## config.mk

```make
export PLATFORM = sky130hd
export DESIGN_NAME = adc_spi_reader_flat
export DESIGN_NICKNAME = d
export VERILOG_FILES = /design/src/rtl/adc_spi_reader_pkg.sv /design/src/rtl/adc_spi_reader_if.sv /design/src/rtl/adc_spi_shift.sv /design/src/rtl/adc_spi_reader.sv /design/src/flat_wrapper.sv
export SDC_FILE = /design/constraint.sdc
export NUM_CORES = 1
export LEC_CHECK = 0
export ABC_AREA = 0
export BUFFER_PORTS_ARGS = -buffer_cell sky130_fd_sc_hd__buf_2
export CAP_MARGIN = 5
export CORE_MARGIN = 2
export CORE_UTILIZATION = 55
export CTS_CLUSTER_SIZE = 8
export DETAILED_ROUTE_END_ITERATION = 8
export GPL_TIMING_DRIVEN = 0
export PLACE_DENSITY = 0.77
export SLEW_MARGIN = 20
export SYNTH_ARGS = -nofsm -noshare
export SYNTH_HDL_FRONTEND = slang
export SYNTH_SLANG_ARGS = --single-unit
```

## constraint.sdc

```tcl
create_clock -name aclk -period 8.5 [get_ports aclk]
set_input_delay 1.275 -clock aclk [delete_from_list [all_inputs] [get_ports aclk]]
set_output_delay 1.275 -clock aclk [all_outputs]
set_load 0.02 [all_outputs]
```

## src/rtl/adc_spi_reader_pkg.sv

```systemverilog
// Shared constants and FSM encoding for the ADC SPI read path.
// Defaults match the adc_trigger configuration docs.
package adc_pkg;

    localparam int ADC_BITS_DEF = 18;
    localparam int SCK_DIV_DEF  = 2;

    typedef enum logic [1:0] {
        IDLE  = 2'd0,
        SETUP = 2'd1,
        SHIFT = 2'd2,
        LOAD  = 2'd3
    } adc_state_e;

endpackage

```

## src/rtl/adc_spi_reader_if.sv

```systemverilog
// AXI4-Stream beat bundle from the ADC reader to the DMA.
// Master drives data/valid/last, slave returns ready.
interface adc_spi_reader_if #(
    parameter int TDATA_WIDTH = 32
) ();
    logic [TDATA_WIDTH-1:0] tdata;
    logic                   tvalid;
    logic                   tready;
    logic                   tlast;

    modport master (output tdata, output tvalid, output tlast, input tready);
    modport slave  (input tdata, input tvalid, input tlast, output tready);
endinterface

```

## src/rtl/adc_spi_shift.sv

```systemverilog
// SCK generator, bit counter and MSB-first shift register for one ADC read.
// start_i begins the low phase of bit 0; done_o pulses one cycle after the last high phase.
module adc_spi_shift
    import adc_pkg::*;
#(
    parameter int ADC_BITS = ADC_BITS_DEF,
    parameter int SCK_DIV  = SCK_DIV_DEF
) (
    input  logic                aclk,
    input  logic                aresetn,
    input  logic                start_i,
    input  logic                sdo_i,
    output logic                sck_o,
    output logic                done_o,
    output logic [ADC_BITS-1:0] data_o
);

    localparam int DIV_W = (SCK_DIV > 1) ? $clog2(SCK_DIV) : 1;
    localparam int BIT_W = (ADC_BITS > 1) ? $clog2(ADC_BITS) : 1;

    logic                active_q;
    logic                sck_q;
    logic                done_q;
    logic [DIV_W-1:0]    div_q;
    logic [BIT_W-1:0]    bit_q;
    logic [ADC_BITS-1:0] shreg_q;

    always_ff @(posedge aclk or negedge aresetn) begin
        if (!aresetn) begin
            active_q <= 1'b0;
            sck_q    <= 1'b0;
            done_q   <= 1'b0;
            div_q    <= '0;
            bit_q    <= '0;
            shreg_q  <= '0;
        end else begin
            done_q <= 1'b0;
            if (start_i) begin
                active_q <= 1'b1;
                sck_q    <= 1'b0;
                div_q    <= '0;
                bit_q    <= '0;
            end else if (active_q) begin
                if (div_q == DIV_W'(SCK_DIV - 1)) begin
                    div_q <= '0;
                    if (!sck_q) begin
                        // sdo is stable here: the ADC only changes it after sck falls
                        sck_q   <= 1'b1;
                        shreg_q <= {shreg_q[ADC_BITS-2:0], sdo_i};
                    end else begin
                        sck_q <= 1'b0;
                        if (bit_q == BIT_W'(ADC_BITS - 1)) begin
                            active_q <= 1'b0;
                            done_q   <= 1'b1;
                        end else begin
                            bit_q <= bit_q + BIT_W'(1);
                        end
                    end
                end else begin
                    div_q <= div_q + DIV_W'(1);
                end
            end
        end
    end

    assign sck_o  = sck_q;
    assign done_o = done_q;
    assign data_o = shreg_q;

endmodule

```

## src/rtl/adc_spi_reader.sv

```systemverilog
// Reads one ADC sample over SPI per trigger and emits it as a framed AXI4-Stream beat.
// Latency trigger->tvalid is 2+SCK_DIV*(1+2*ADC_BITS) cycles; single-entry output, overrun on drop.
module adc_spi_reader
    import adc_pkg::*;
#(
    parameter int ADC_BITS    = ADC_BITS_DEF,
    parameter int SCK_DIV     = SCK_DIV_DEF,
    parameter int TDATA_WIDTH = 32,
    parameter int CNT_WIDTH   = 16
) (
    input  logic                 aclk,
    input  logic                 aresetn,
    input  logic                 trigger,
    input  logic [CNT_WIDTH-1:0] packet_len,
    output logic                 cs_n,
    output logic                 sck,
    input  logic                 sdo,
    adc_spi_reader_if.master     m_axis,
    output logic                 last,
    output logic                 overrun,
    output logic                 rd_active
);

    localparam int DIV_W = (SCK_DIV > 1) ? $clog2(SCK_DIV) : 1;

    adc_state_e             state_q;
    logic [DIV_W-1:0]       setup_cnt_q;
    logic                   cs_n_q;
    logic                   rd_active_q;
    logic                   tvalid_q;
    logic                   tlast_q;
    logic [TDATA_WIDTH-1:0] tdata_q;
    logic                   last_q;
    logic                   overrun_q;
    logic [CNT_WIDTH-1:0]   cnt_q;
    logic [CNT_WIDTH-1:0]   plen_q;

    logic                   shift_start;
    logic                   shift_done;
    logic [ADC_BITS-1:0]    shift_data;
    logic                   hs;
    logic                   load_ok;
    logic [CNT_WIDTH-1:0]   plen_d;
    logic [CNT_WIDTH-1:0]   cnt_d;
    logic                   tlast_d;

    adc_spi_shift #(
        .ADC_BITS (ADC_BITS),
        .SCK_DIV  (SCK_DIV)
    ) u_shift (
        .aclk     (aclk),
        .aresetn  (aresetn),
        .start_i  (shift_start),
        .sdo_i    (sdo),
        .sck_o    (sck),
        .done_o   (shift_done),
        .data_o   (shift_data)
    );

    assign shift_start = (state_q == SETUP) && (setup_cnt_q == DIV_W'(SCK_DIV - 1));
    assign hs          = tvalid_q & m_axis.tready;
    assign load_ok     = !tvalid_q || hs;

    // packet_len is only sampled at the first beat of a packet
    always_comb begin
        plen_d = plen_q;
        if (cnt_q == '0) begin
            plen_d = (packet_len == '0) ? CNT_WIDTH'(1) : packet_len;
        end
        tlast_d = (cnt_q == plen_d - CNT_WIDTH'(1));
        cnt_d   = tlast_d ? '0 : cnt_q + CNT_WIDTH'(1);
    end

    always_ff @(posedge aclk or negedge aresetn) begin
        if (!aresetn) begin
            state_q     <= IDLE;
            setup_cnt_q <= '0;
            cs_n_q      <= 1'b1;
            rd_active_q <= 1'b0;
            tvalid_q    <= 1'b0;
            tlast_q     <= 1'b0;
            tdata_q     <= '0;
            last_q      <= 1'b0;
            overrun_q   <= 1'b0;
            cnt_q       <= '0;
            plen_q      <= CNT_WIDTH'(1);
        end else begin
            last_q <= hs & tlast_q;
            if (hs) begin
                tvalid_q <= 1'b0;
                tlast_q  <= 1'b0;
            end
            if (trigger && state_q != IDLE) begin
                overrun_q <= 1'b1;
            end
            case (state_q)
                IDLE: begin
                    if (trigger) begin
                        state_q     <= SETUP;
                        cs_n_q      <= 1'b0;
                        rd_active_q <= 1'b1;
                        setup_cnt_q <= '0;
                    end
                end
                SETUP: begin
                    if (shift_start) begin
                        state_q <= SHIFT;
                    end else begin
                        setup_cnt_q <= setup_cnt_q + DIV_W'(1);
                    end
                end
                SHIFT: begin
                    if (shift_done) begin
                        state_q <= LOAD;
                        cs_n_q  <= 1'b1;
                    end
                end
                LOAD: begin
                    state_q     <= IDLE;
                    rd_active_q <= 1'b0;
                    // a beat leaving this cycle frees the slot for the new one
                    if (load_ok) begin
                        tvalid_q <= 1'b1;
                        tdata_q  <= TDATA_WIDTH'(shift_data);
                        tlast_q  <= tlast_d;
                        cnt_q    <= cnt_d;
                        plen_q   <= plen_d;
                    end else begin
                        overrun_q <= 1'b1;
                    end
                end
                default: state_q <= IDLE;
            endcase
        end
    end

    assign cs_n          = cs_n_q;
    assign rd_active     = rd_active_q;
    assign m_axis.tvalid = tvalid_q;
    assign m_axis.tdata  = tdata_q;
    assign m_axis.tlast  = tlast_q;
    assign last          = last_q;
    assign overrun       = overrun_q;

endmodule
```

## src/flat_wrapper.sv

```systemverilog
// flat-port wrapper written by rule: the top's interface ports become plain ports
module adc_spi_reader_flat import adc_pkg::*;
#(
    parameter int ADC_BITS    = ADC_BITS_DEF,
    parameter int SCK_DIV     = SCK_DIV_DEF,
    parameter int TDATA_WIDTH = 32,
    parameter int CNT_WIDTH   = 16
)
  (aclk, aresetn, trigger, packet_len, cs_n, sck, sdo, last, overrun, rd_active, m_axis_tdata, m_axis_tvalid, m_axis_tlast, m_axis_tready);
  adc_spi_reader_if #(.TDATA_WIDTH(TDATA_WIDTH)) m_axis_i ();
  input  logic aclk;
  input  logic aresetn;
  input  logic trigger;
  input  logic [CNT_WIDTH-1:0] packet_len;
  output logic cs_n;
  output logic sck;
  input  logic sdo;
  output logic last;
  output logic overrun;
  output logic rd_active;
  output wire logic [$bits(m_axis_i.tdata)-1:0] m_axis_tdata;
  output wire logic [$bits(m_axis_i.tvalid)-1:0] m_axis_tvalid;
  output wire logic [$bits(m_axis_i.tlast)-1:0] m_axis_tlast;
  input wire logic [$bits(m_axis_i.tready)-1:0] m_axis_tready;
  assign m_axis_tdata = m_axis_i.tdata;
  assign m_axis_tvalid = m_axis_i.tvalid;
  assign m_axis_tlast = m_axis_i.tlast;
  assign m_axis_i.tready = m_axis_tready;
  adc_spi_reader #(.ADC_BITS(ADC_BITS), .SCK_DIV(SCK_DIV), .TDATA_WIDTH(TDATA_WIDTH), .CNT_WIDTH(CNT_WIDTH)) u_core (.aclk(aclk), .aresetn(aresetn), .trigger(trigger), .packet_len(packet_len), .cs_n(cs_n), .sck(sck), .sdo(sdo), .m_axis(m_axis_i), .last(last), .overrun(overrun), .rd_active(rd_active));
endmodule
```

# After elaboration in Yosys (flattened, before gate mapping)
# Index checks and enable logic that the tools add are counted.
# totals
register_bits	86
inputBits	21
output_inout_bits	39
elab_cells	103
# classes
add_sub_neg	5
n_eq_ne	10
muxes	45
bitwise	4
n_reduce_logical	22
# ops
op	n
2-to-1 mux 16 bit	3
zero test 16 bit	2
2-to-1 mux 1 bit	30
2-to-1 mux 5 bit	5
adder 16 x 1 -> 16 bit (second input constant)	1
== test 16 bit	1
subtractor 16 x 1 -> 16 bit (second input constant)	1
nonzero test 2 bit	7
AND reduction 3 bit	3
one-hot mux 2 bit (4 select lines)	1
AND reduction 4 bit	2
2-to-1 mux 2 bit	3
inequality test 2 bit (second input constant)	3
one-hot mux 1 bit (2 select lines)	3
AND reduction 2 bit	3
adder 5 x 1 -> 5 bit (second input constant)	1
== test 5 bit (second input constant)	1
== test 2 bit (second input constant)	2
inequality test 2 x 1 -> 1 bit (second input constant)	2
adder 1 bit (second input constant)	2
bitwise AND 1 bit	2
== test 2 x 1 -> 1 bit (second input constant)	1
logical AND 1 bit	2
zero test 2 bit	1
other kinds (3)	4

# Longest topological paths before layout
# Gate-level depths: netlist of run 1.
# logic_depth
word_depth	7
ltp_mapped	18
ltp_nobuf	16

# Modules after synthesis
# From an unflattened synthesis of run 1, not the netlist that was laid out.
# hier_totals
cells_unflattened	454
hier_area_um2	4840.9
# modules_own_cells
mod	instances	cells_per_inst	area_per_inst_um2	seq_area_each_um2
adc_spi_reader	1	373	3717.3	1478.9
adc_spi_shift	1	81	1123.6	675.6

# Least setup slack after synthesis of run 1
# No wires, ideal clock.
# synth_timing
path_type	in2reg
start	in packet_len[9]
end	reg u_core.cnt_q[11]
arrival_time_ps	4375
t_required_ps	8381
setup_slack_ps	4006
stages	15
cell_sequence	nor4_2 > and3_1 > a311o_2 > o21ai_0 > ha_1 > nor2b_1 > and4_1 > or4_1 > o211ai_1 > and4b_2 > o211ai_1 > a2111oi_2 > and2_4 > buf_12 > nor2_2
# synth_via
elab_chain_cells	6
# synth_lines
element	line	text
start: declaration	flat_wrapper.sv:14	input logic [CNT_WIDTH-1:0] packet_len;
zero test 16 bit	adc_spi_reader.sv:68	plen_d = (packet_len == '0) ? CNT_WIDTH'(1) : packet_len;
2-to-1 mux 16 bit *	adc_spi_reader.sv:68	
2-to-1 mux 16 bit *	adc_spi_reader.sv:67	if (cnt_q == '0) begin
subtractor 16 x 1 -> 16 bit *	adc_spi_reader.sv:70	tlast_d = (cnt_q == plen_d - CNT_WIDTH'(1));
== test 16 bit *	adc_spi_reader.sv:70	
2-to-1 mux 16 bit *	adc_spi_reader.sv:71	cnt_d = tlast_d ? '0 : cnt_q + CNT_WIDTH'(1);
end signal: assignment	adc_spi_reader.sv:126	cnt_q <= cnt_d;
end: declaration	adc_spi_reader.sv:35	logic [CNT_WIDTH-1:0] cnt_q;
# Mark *: on every way between the ends. The rest lies on a longest branch, timed or not.
# A chain may end at the register's enable or synchronous reset.

# Worst setup path in the final report of run 1
# layout_timing
start	in packet_len[9]
end	reg u_core.cnt_q[14]
# Same word-level chain as after synthesis.

==> run summary, run 1 <==
Status = finished clean
Register area share after synthesis = 44.2%
Skew final = 0.0104 ns
Psw = 478 µW
Most frequent CP cell = o211ai_1
Post-Syn Area per Cell = 9.87 µm²
Setup repair bufs after CTS = 0
Vias per inst = 5.53
Slew HR = 54.3%
IO Count = 60
Ratio of final minimum period to clock period = 59.1%
Largest net degree at the start of global routing = 48
Layout overhead on the synthesized area = 12.7%
Clk_lat worst skew = 0.36 ns
Pre-CTS WS = 3.15 ns
Layout net count = 594
Crit path required time = 8.75 ns
CTS Hold Buffers Added = 0
Fraction of layout cells with a size suffix above 1 = 25.8%
Commonest non-fill, non-tap cell in the layout = dfrtp_1
Final Critical Period = 5.03 ns
Synth top area cells = dfrtp_1 (43%), mux2_2 (7.2%), nand2_1 (6.3%)
Multi-input logic area = 2480 µm²
Buffers added on ports = 45
Critical-path maximum fanout = 10
Initial core utilization = 56.2%
Post-CTS sizing = 0
Site Rows = 34
CTS Buf Count = 9
Prevailing post-synth register cell = dfrtp_1
Mapped cell area = 4880 µm²
Fillcell total = 749
Leakage power = 2.69 nW
Ys Warns = 0
Die span in x = 98.2 µm
Setup CP Type = input pin to flip-flop
EDFF count, synth = 0
Max cap viols = 0
Root buf cell = clkbuf_8
Drt pass-1 iters = 4
TritonCTS clock tree = built
Comb pwr share = 32.9%
Gr ovfl total = 0
Starting DRT DRC Count = 163
Drt total wl = 10200 µm
Synth top area share = 43.1%
Most frequent cells in the layout = dfrtp_1 (84), nand2_1 (82), buf_2 (45), nor2_1 (33), mux2_2 (31)
WL/cell = 15.1 µm
Sw frac = 37.8%
Initial antenna violation count = 0
Final setup violation count = 0
Delay-heaviest family, CP = simple AND/OR/NAND/NOR gates
CTS sink count = 86
RD Place Congestion = 0.922
Setup crit start kind = input pin
Die Footprint = 9640 µm²
RSZ-0062 raised after global routing = no
Clock transition at path regs = 0.10 ns
Hold WC Path Type = flip-flop to flip-flop
Flop pwr share = 45.8%
Vias in the first global route = 3664
Register area = 2150 µm²
Max-slew violation count = 0
Clock Power Share = 21.3%
Pwr/cell area = 230 nW/µm²
Synth unique cells = 64
Post-route ant nets = 0
Max frequency = 199 MHz
Actual slew at the worst max-slew pin = 0.683 ns
Final hold vios = 0
DP HPWL = 7600 µm
DRC errors left = 0
Async SR Flop Fraction = 100%
Maximum VDD drop = 0.178 mV
Cell at the slowest stage of the critical path = nor4_2
Max incr delay on CP = 0.56 ns
GRT Total Usage = 22.5%
First-pass GRT wire length = 17500 µm
Antenna diode count = 0
WP data arrival = 5.28 ns
Worst-case clock buffer depth = 2
Via count = 3744
Die height = 98.2 µm
Core area = 8680 µm²
Pint = 786 µW
H-tree depth = 3
Cell taking the most area after synthesis = dfrtp_1
WP buf/inv = 2
Synthesized flop and latch total = 86
Fin worst setup slack = 3.47 ns
Cell Chain, Critical Path = buf_2 > nor4_2 > and3_1 > a311o_2 > o21ai_0 > ha_1 > nor2b_1 > and4_1 > or4_1 > o211ai_1 > and4b_2 > o211ai_1 > a2111oi_2 > and2_4 > buf_12 > nor2_2
Cells after Synth = 494
Aggregate negative setup slack = 0 ns
CP Capture Type = flip-flop
-- final cells by class --
class / count / share of cell area [%]
Multi-Input combinational cell: 375 / 45.2
Sequential cell: 86 / 39.2
Timing Repair Buffer: 46 / 4.64
Buffer: 32 / 4.28
Tap cell: 108 / 2.46
Clock buffer: 9 / 2.25
Clock inverter: 7 / 1.00
Inverter: 14 / 0.956
-- worst min-delay path, stage by stage (launching register included) --
cell,delay [ns]
dfrtp_1,0.35
nand2_1,0.05
nand2_1,0.05
-- power groups by stage --
| stage | clock network (mW) | logic (mW) | registers, mW |
|---|---|---|---|
| after floorplan | 0 | 0.261 | 0.613 |
| after global placement | 0 | 0.401 | 0.580 |
| after detailed placement | 0 | 0.417 | 0.585 |
| after CTS | 0.278 | 0.419 | 0.579 |
| after global routing | 0.294 | 0.472 | 0.593 |
| final | 0.270 | 0.416 | 0.578 |
-- kinds of logic (layout without fill, tap and decap cells) --
| kind of cell | after synthesis | after routing | share of synthesized area (%) |
|---|---|---|---|
| flops | 86 | 86 | 44.2 |
| other cells | 1 | 14 | 0.0769 |
| fa+ha+maj | 9 | 9 | 2.31 |
| compound gates | 52 | 52 | 7.08 |
| buf+inv | 46 | 108 | 5.90 |
| mux | 44 | 44 | 10.1 |
| xor+xnor | 43 | 43 | 7.72 |
| simple gates | 213 | 213 | 22.7 |
-- cells in the mapped netlist, drive strengths merged, types with 3 or more instances --
| cell type | instances |
|---|---|
| dfrtp | 84 |
| nand2 | 82 |
| nor2 | 43 |
| mux2 | 31 |
| buf | 23 |
| xor2 | 22 |
| xnor2 | 21 |
| nand3 | 17 |
| o21ai | 17 |
| nor3 | 15 |
| inv | 14 |
| mux2i | 13 |
| a21oi | 11 |
| and3 | 10 |
| clkbuf | 9 |
| ha | 9 |
| nand4 | 9 |
| nor4 | 7 |
| o211ai | 5 |
| and4 | 4 |
| nand2b | 4 |
| a211oi | 3 |
| a21o | 3 |
| and2 | 3 |
| nor2b | 3 |
| or3 | 3 |
| or4 | 3 |
-- sequential cells by signal (all words and copies together) (netlist names), 2 cells and up --
signal and flops:
u_core.u_shift.bit_q 5, u_core.m_axis.tdata 18, u_core.cnt_q 16, u_core.plen_q 16, u_core.state_q 2, u_core.u_shift.data_o 18
-- path summary, 6_finish.rpt --
check                                                    startpoint                                  end  slack, ns  cells past startpoint
worst max-delay path                                  packet_len[9]         u_core.cnt_q[14]$_DFFE_PN0P_       3.47                     16
worst min-delay path            u_core.m_axis.tdata[12]$_DFFE_PN0P_  u_core.m_axis.tdata[12]$_DFFE_PN0P_       0.48                      2
worst max register to register          u_core.cnt_q[0]$_DFFE_PN0P_         u_core.cnt_q[14]$_DFFE_PN0P_       3.53                     18
worst min register to register  u_core.m_axis.tdata[12]$_DFFE_PN0P_  u_core.m_axis.tdata[12]$_DFFE_PN0P_       0.48                      2
max in group asynchronous                                   aresetn              u_core.cs_n$_DFFE_PN1P_       6.94                      2
min in group asynchronous                                   aresetn        u_core.plen_q[10]$_DFFE_PN0P_       0.90                      1
-- per-stage QoR --
step,cells,utilization (%),power (mW),hold slack [ns],area [µm²]
after CTS,677,63.3,1.28,0.484,5500
after global placement,660,60.9,0.981,0.451,5290
after detailed placement,661,61.3,1.00,0.457,5320
after floorplan,507,-,0.874,0.435,4930
after global routing,677,63.3,1.36,0.506,5500
final,677,63.3,1.26,0.481,5500
-- routing by layer --
metal / vias up / global-route usage [%] / routed length (µm) / part of all wire (%)
met4: 0 / 7.27 / 129 / 1.3
met3: 10 / 3.44 / 650 / 6.4
li1: 1820 / - / - / -
met2: 119 / 36.5 / 4870 / 48
met1: 1795 / 31.2 / 4550 / 45
met5: - / 0 / 0 / 0
Power figures use the tool's default switching activity.
==> inputs of run 2 (changes only) <==
--- a/config.mk
+++ b/config.mk
@@ -9,11 +9,11 @@
 export BUFFER_PORTS_ARGS = -buffer_cell sky130_fd_sc_hd__buf_2
 export CAP_MARGIN = 5
 export CORE_MARGIN = 2
-export CORE_UTILIZATION = 55
+export CORE_UTILIZATION = 53
 export CTS_CLUSTER_SIZE = 8
 export DETAILED_ROUTE_END_ITERATION = 8
 export GPL_TIMING_DRIVEN = 0
-export PLACE_DENSITY = 0.77
+export PLACE_DENSITY = 0.78
 export SLEW_MARGIN = 20
 export SYNTH_ARGS = -nofsm -noshare
 export SYNTH_HDL_FRONTEND = slang
==> constraint.sdc (replaced) <==
create_clock -name aclk -period 4.07 [get_ports aclk]
set_input_delay 0.6105 -clock aclk [delete_from_list [all_inputs] [get_ports aclk]]
set_output_delay 0.6105 -clock aclk [all_outputs]
set_load 0.02 [all_outputs]
==> run summary, run 2 (synthesized netlist as in run 1, its figures left out) <==
Root buf cell = clkbuf_8
Critical-path maximum fanout = 5
Slew HR = 51.5%
Largest net degree at the start of global routing = 59
Post-route ant nets = 0
Initial core utilization = 53.8%
Final Critical Period = 4.08 ns
Worst-case clock buffer depth = 2
CTS sink count = 86
Initial antenna violation count = 0
Site Rows = 35
DRC errors left = 0
GRT Total Usage = 22.2%
Antenna diode count = 0
Setup CP Type = flip-flop to flip-flop
FF-to-FF setup slack = -0.007 ns
CTS Hold Buffers Added = 0
Die span in x = 99.9 µm
CTS Buf Count = 9
Vias in the first global route = 3615
Fin worst setup slack = -0.00659 ns
Placed insts = 664
Crit path required time = 4.33 ns
Final hold vios = 0
TritonCTS clock tree = built
Setup crit start kind = flip-flop
Max cap viols = 0
Final setup violation count = 5
Via count = 3899
Core area = 9060 µm²
Max frequency = 245 MHz
Layout overhead on the synthesized area = 19.7%
Buffers added on ports = 45
Fraction of layout cells with a size suffix above 1 = 30.5%
Drt pass-1 iters = 5
Layout net count = 611
Clock transition at path regs = 0.10 ns
IO Count = 60
First-pass GRT wire length = 17600 µm
Die height = 99.9 µm
Most frequent cells in the layout = nand2_1 (82), dfrtp_1 (82), buf_2 (45), nor2_1 (33)
Vias per inst = 5.59
DP HPWL = 7630 µm
Die Footprint = 9990 µm²
RSZ-0062 raised after global routing = yes
WP data arrival = 4.34 ns
Skew final = 0.0127 ns
Starting DRT DRC Count = 201
Gr ovfl total = 0
Status = complete, but fails checks
Post-Layout Cell Count = 697
Failing checks = negative setup slack
RD Place Congestion = 0.898
Leakage power = 2.83 nW
H-tree depth = 3
Aggregate negative setup slack = -0.0161 ns
Drt total wl = 11100 µm
CP Capture Type = flip-flop
Maximum VDD drop = 0.401 mV
Clk_lat worst skew = 0.36 ns
Ratio of final minimum period to clock period = 100%
Actual slew at the worst max-slew pin = 0.725 ns
Max-slew violation count = 0
Fillcell total = 741
Hold WC Path Type = input pin to asynchronous set/reset pin
WL/cell = 15.9 µm
Pwr/cell area = 483 nW/µm²
## run 2: final cells by class
class,count,area [µm²],share of cell area (%)
multi-input combinational,375,2620,44.9
clock buffer,9,124,2.12
tap,111,139,2.38
buffer,32,235,4.03
inverter,14,52.6,0.901
timing repair buffer,63,404,6.93
clock inverter,7,105,1.80
sequential,86,2160,37.0
## run 2: timing repair
item                                    CTS  global route
setup buffers                             7            10
cloned                                    0             1
endpoints found under the setup margin   17            14
pin swaps                                 4            13
gates resized for setup                   8            20
## run 2: power breakdown
group	switching (mW)	internal [mW]	total [mW]
logic	0.535	0.389	0.924
registers	0.144	1.05	1.20
clock network	0.339	0.356	0.695
total	1.02	1.80	2.82
## run 2: per-layer routing
metal	track usage, %	share of wire [%]
met5	0	0
met4	8.11	1.9
met3	3.48	4.8
met2	36.3	49
met1	30.2	45
## run 2: path summary, 6_finish.rpt
kind                       cells past startpoint                             startpoint                                  end
min in group aclk                              2  u_core.u_shift.data_o[17]$_DFFE_PN0P_  u_core.m_axis.tdata[17]$_DFFE_PN0P_
setup reg to reg                              18            u_core.cnt_q[1]$_DFFE_PN0P_          u_core.cnt_q[8]$_DFFE_PN0P_
max in group asynchronous                      2                                aresetn         u_core.plen_q[0]$_DFFE_PN1P_
hold reg to reg                                2  u_core.u_shift.data_o[17]$_DFFE_PN0P_  u_core.m_axis.tdata[17]$_DFFE_PN0P_
hold / removal                                 1                                aresetn         u_core.plen_q[6]$_DFFE_PN0P_
setup / recovery                              18            u_core.cnt_q[1]$_DFFE_PN0P_          u_core.cnt_q[8]$_DFFE_PN0P_
## run 2: stage by stage
stage	util [%]	setup WS (ns)	power, mW	area, µm²	hold slack (ns)
CTS	62.2	0.0379	2.81	5640	0.178
detailed placement	58.7	-0.649	2.09	5320	0.458
global route	64.4	-0.182	3.00	5840	0.190
global placement	58.4	-0.539	2.04	5290	0.454
floorplan	-	0.00712	1.83	4930	0.315
finish	64.4	-0.00659	2.82	5840	0.170
## run 2: critical path, cell delays in order, from the launching register on
cell and delay (ns):
dfrtp_1 0.39, inv_2 0.08, ha_4 0.13, nor4b_4 0.21, nand4_1 0.20, buf_6 0.18
a311o_2 0.34, o21ai_4 0.09, ha_4 0.18, nor2b_4 0.21, a31oi_4 0.10, or4_1 0.42
o211ai_1 0.16, and4b_2 0.28, o211ai_1 0.13, a2111oi_4 0.41, and2_4 0.25, clkbuf_16 0.15
nor2_2 0.04
==> inputs of run 3 (changes only) <==
--- a/config.mk
+++ b/config.mk
@@ -14,6 +14,7 @@
 export DETAILED_ROUTE_END_ITERATION = 8
 export GPL_TIMING_DRIVEN = 0
 export PLACE_DENSITY = 0.78
+export SETUP_SLACK_MARGIN = 0.05
 export SLEW_MARGIN = 20
 export SYNTH_ARGS = -nofsm -noshare
 export SYNTH_HDL_FRONTEND = slang
==> run summary, run 3 (synthesized netlist as in run 1, its figures left out) <==
Comb pwr share = 33.3%
Psw = 1.03 mW
Pint = 1.75 mW
DRC errors left = 0
Final hold vios = 0
Root buf cell = clkbuf_8
Final setup violation count = 10
Clock transition at path regs = 0.10 ns
Setup CP Type = flip-flop to flip-flop
Buffers added on ports = 45
Vias per inst = 5.54
Flop pwr share = 43.4%
Die Footprint = 9990 µm²
CTS sink count = 86
Layout net count = 619
Antenna diode count = 0
Cell at the slowest stage of the critical path = dfrtp_1
GRT Total Usage = 23.1%
Met2 GRT Util = 38.8%
Via count = 3907
Layout overhead on the synthesized area = 20.3%
Fraction of layout cells with a size suffix above 1 = 31.5%
Maximum VDD drop = 0.396 mV
Total Power = 2.78 mW
Max frequency = 244 MHz
Slew HR = 54.1%
DP HPWL = 7820 µm
R2r endpoint = u_core.cnt_q[15]$_DFFE_PN0P_
Met3 Use GR = 3.62%
TritonCTS clock tree = built
Leakage power = 2.87 nW
RD Place Congestion = 0.894
Most frequent cells in the layout = dfrtp_1 (84), nand2_1 (82), buf_2 (44), buf_4 (38), nor2_1 (33)
Max cap viols = 0
Clock Power Share = 23.3%
First-pass GRT wire length = 18200 µm
Die span in x = 99.9 µm
Sw frac = 37.1%
Failing checks = negative setup slack
Post-route ant nets = 0
Gr ovfl total = 0
Global routing usage on met1 = 29.8%
Crit path required time = 4.32 ns
RSZ-0062 raised after global routing = yes
Register area = 2150 µm²
Clk_lat worst skew = 0.37 ns
Site Rows = 35
FF-to-FF setup slack = -0.04 ns
Hold WC Path Type = input pin to asynchronous set/reset pin
IO Count = 60
Die height = 99.9 µm
CTS Hold Buffers Added = 0
Cell Chain, Critical Path = inv_2 > ha_4 > nor4b_4 > nand4_1 > buf_6 > a311o_2 > o21ai_4 > ha_4 > buf_6 > nor2b_4 > buf_4 > nand4_1 > xor2_1 > mux2i_1 > xnor2_1 > nand4_1 > a2111oi_4 > and2_4 > clkbuf_16 > nor2_2
Skew final = 0.0155 ns
Max-slew violation count = 0
Aggregate negative setup slack = -0.189 ns
Initial antenna violation count = 0
Core area = 9060 µm²
Pwr/cell area = 474 nW/µm²
Commonest non-fill, non-tap cell in the layout = dfrtp_1
Status = complete, but fails checks
Starting DRT DRC Count = 226
Initial core utilization = 53.8%
Critical-path maximum fanout = 5
WP buf/inv = 5
Largest net degree at the start of global routing = 57
Most frequent CP cell = nand4_1
Max incr delay on CP = 0.42 ns
R2R cell count = 20
RR Startpoint = u_core.cnt_q[1]$_DFFE_PN0P_
Setup crit start kind = flip-flop
Ratio of final minimum period to clock period = 101%
WL/cell = 15.9 µm
Worst-case clock buffer depth = 2
Fillcell total = 699
Top Usage Layer GRT = met2
H-tree depth = 3
Fin worst setup slack = -0.0361 ns
Drt total wl = 11200 µm
Multi-input logic area = 2600 µm²
WP data arrival = 4.36 ns
Drt pass-1 iters = 6
Vias in the first global route = 3792
Final Core Density = 64.7%
CTS Buf Count = 9
CP Capture Type = flip-flop
Delay-heaviest family, CP = simple AND/OR/NAND/NOR gates
Final Critical Period = 4.11 ns
Actual slew at the worst max-slew pin = 0.686 ns
Pre-CTS WS = -0.585 ns
==> run 3: changes by cell type in the layout (fill, tap and decap cells not counted), sizes merged <==
cell    before  now
inv         17   19
buf         85   92
bufinv       2    1
clkbuf      19   20
clkinv       1    0
==> run 3: how the worst max path moves through the flow <==
stage | depth (start not counted) | start | slack, ns | end
after global routing | 18 | u_core.cnt_q[1]$_DFFE_PN0P_ | -0.17 | u_core.cnt_q[14]$_DFFE_PN0P_
after global placement | 18 | u_core.cnt_q[0]$_DFFE_PN0P_ | -0.45 | u_core.cnt_q[10]$_DFFE_PN0P_
final | 20 | u_core.cnt_q[1]$_DFFE_PN0P_ | -0.04 | u_core.cnt_q[15]$_DFFE_PN0P_
after floorplan | 18 | u_core.cnt_q[0]$_DFFE_PN0P_ | 0.05 | u_core.cnt_q[8]$_DFFE_PN0P_
after CTS | 18 | u_core.cnt_q[1]$_DFFE_PN0P_ | 0.05 | u_core.cnt_q[12]$_DFFE_PN0P_
after detailed placement | 18 | u_core.cnt_q[0]$_DFFE_PN0P_ | -0.58 | u_core.cnt_q[12]$_DFFE_PN0P_
==> run 3: per-stage QoR <==
step	instance area [µm²]	hold WS (ns)	std cells
floorplan	4930	0.315	507
global placement	5300	0.454	663
detailed placement	5330	0.458	664
CTS	5670	0.181	692
global route	5870	0.204	705
finish	5870	0.171	705
==> run 3: layout make-up <==
| type | count | area share, % |
|---|---|---|
| Clock inverter | 7 | 1.51 |
| Clock buffer | 9 | 2.11 |
| Tap cell | 111 | 2.37 |
| Sequential cell | 86 | 36.7 |
| Timing Repair Buffer | 71 | 7.98 |
| Multi-Input combinational cell | 375 | 44.3 |
| Inverter | 14 | 0.896 |
| Buffer | 32 | 4.05 |
==> run 3: timing repair <==
action	in CTS	in global routing
setup endpoints to repair	17	17
gates resized for setup	8	16
buffers inserted	12	12
gates cloned	0	1
pin swaps	5	12
==> run 3: power by group through the flow <==
stage	registers (mW)	clock network [mW]	logic (mW)
2_1_floorplan	1.28	0	0.545
3_3_place_gp	1.21	0	0.829
3_5_place_dp	1.22	0	0.870
4_1_cts	1.20	0.663	0.901
5_1_grt	1.24	0.688	1.04
6_report	1.21	0.649	0.926
==> run 3: layer usage <==
layer	vias up	wire length (µm)	part of all wire (%)
li1	1872	-	-
met2	118	5440	49
met4	0	365	3.3
met3	34	548	4.9
met1	1883	4850	43
met5	-	0	0
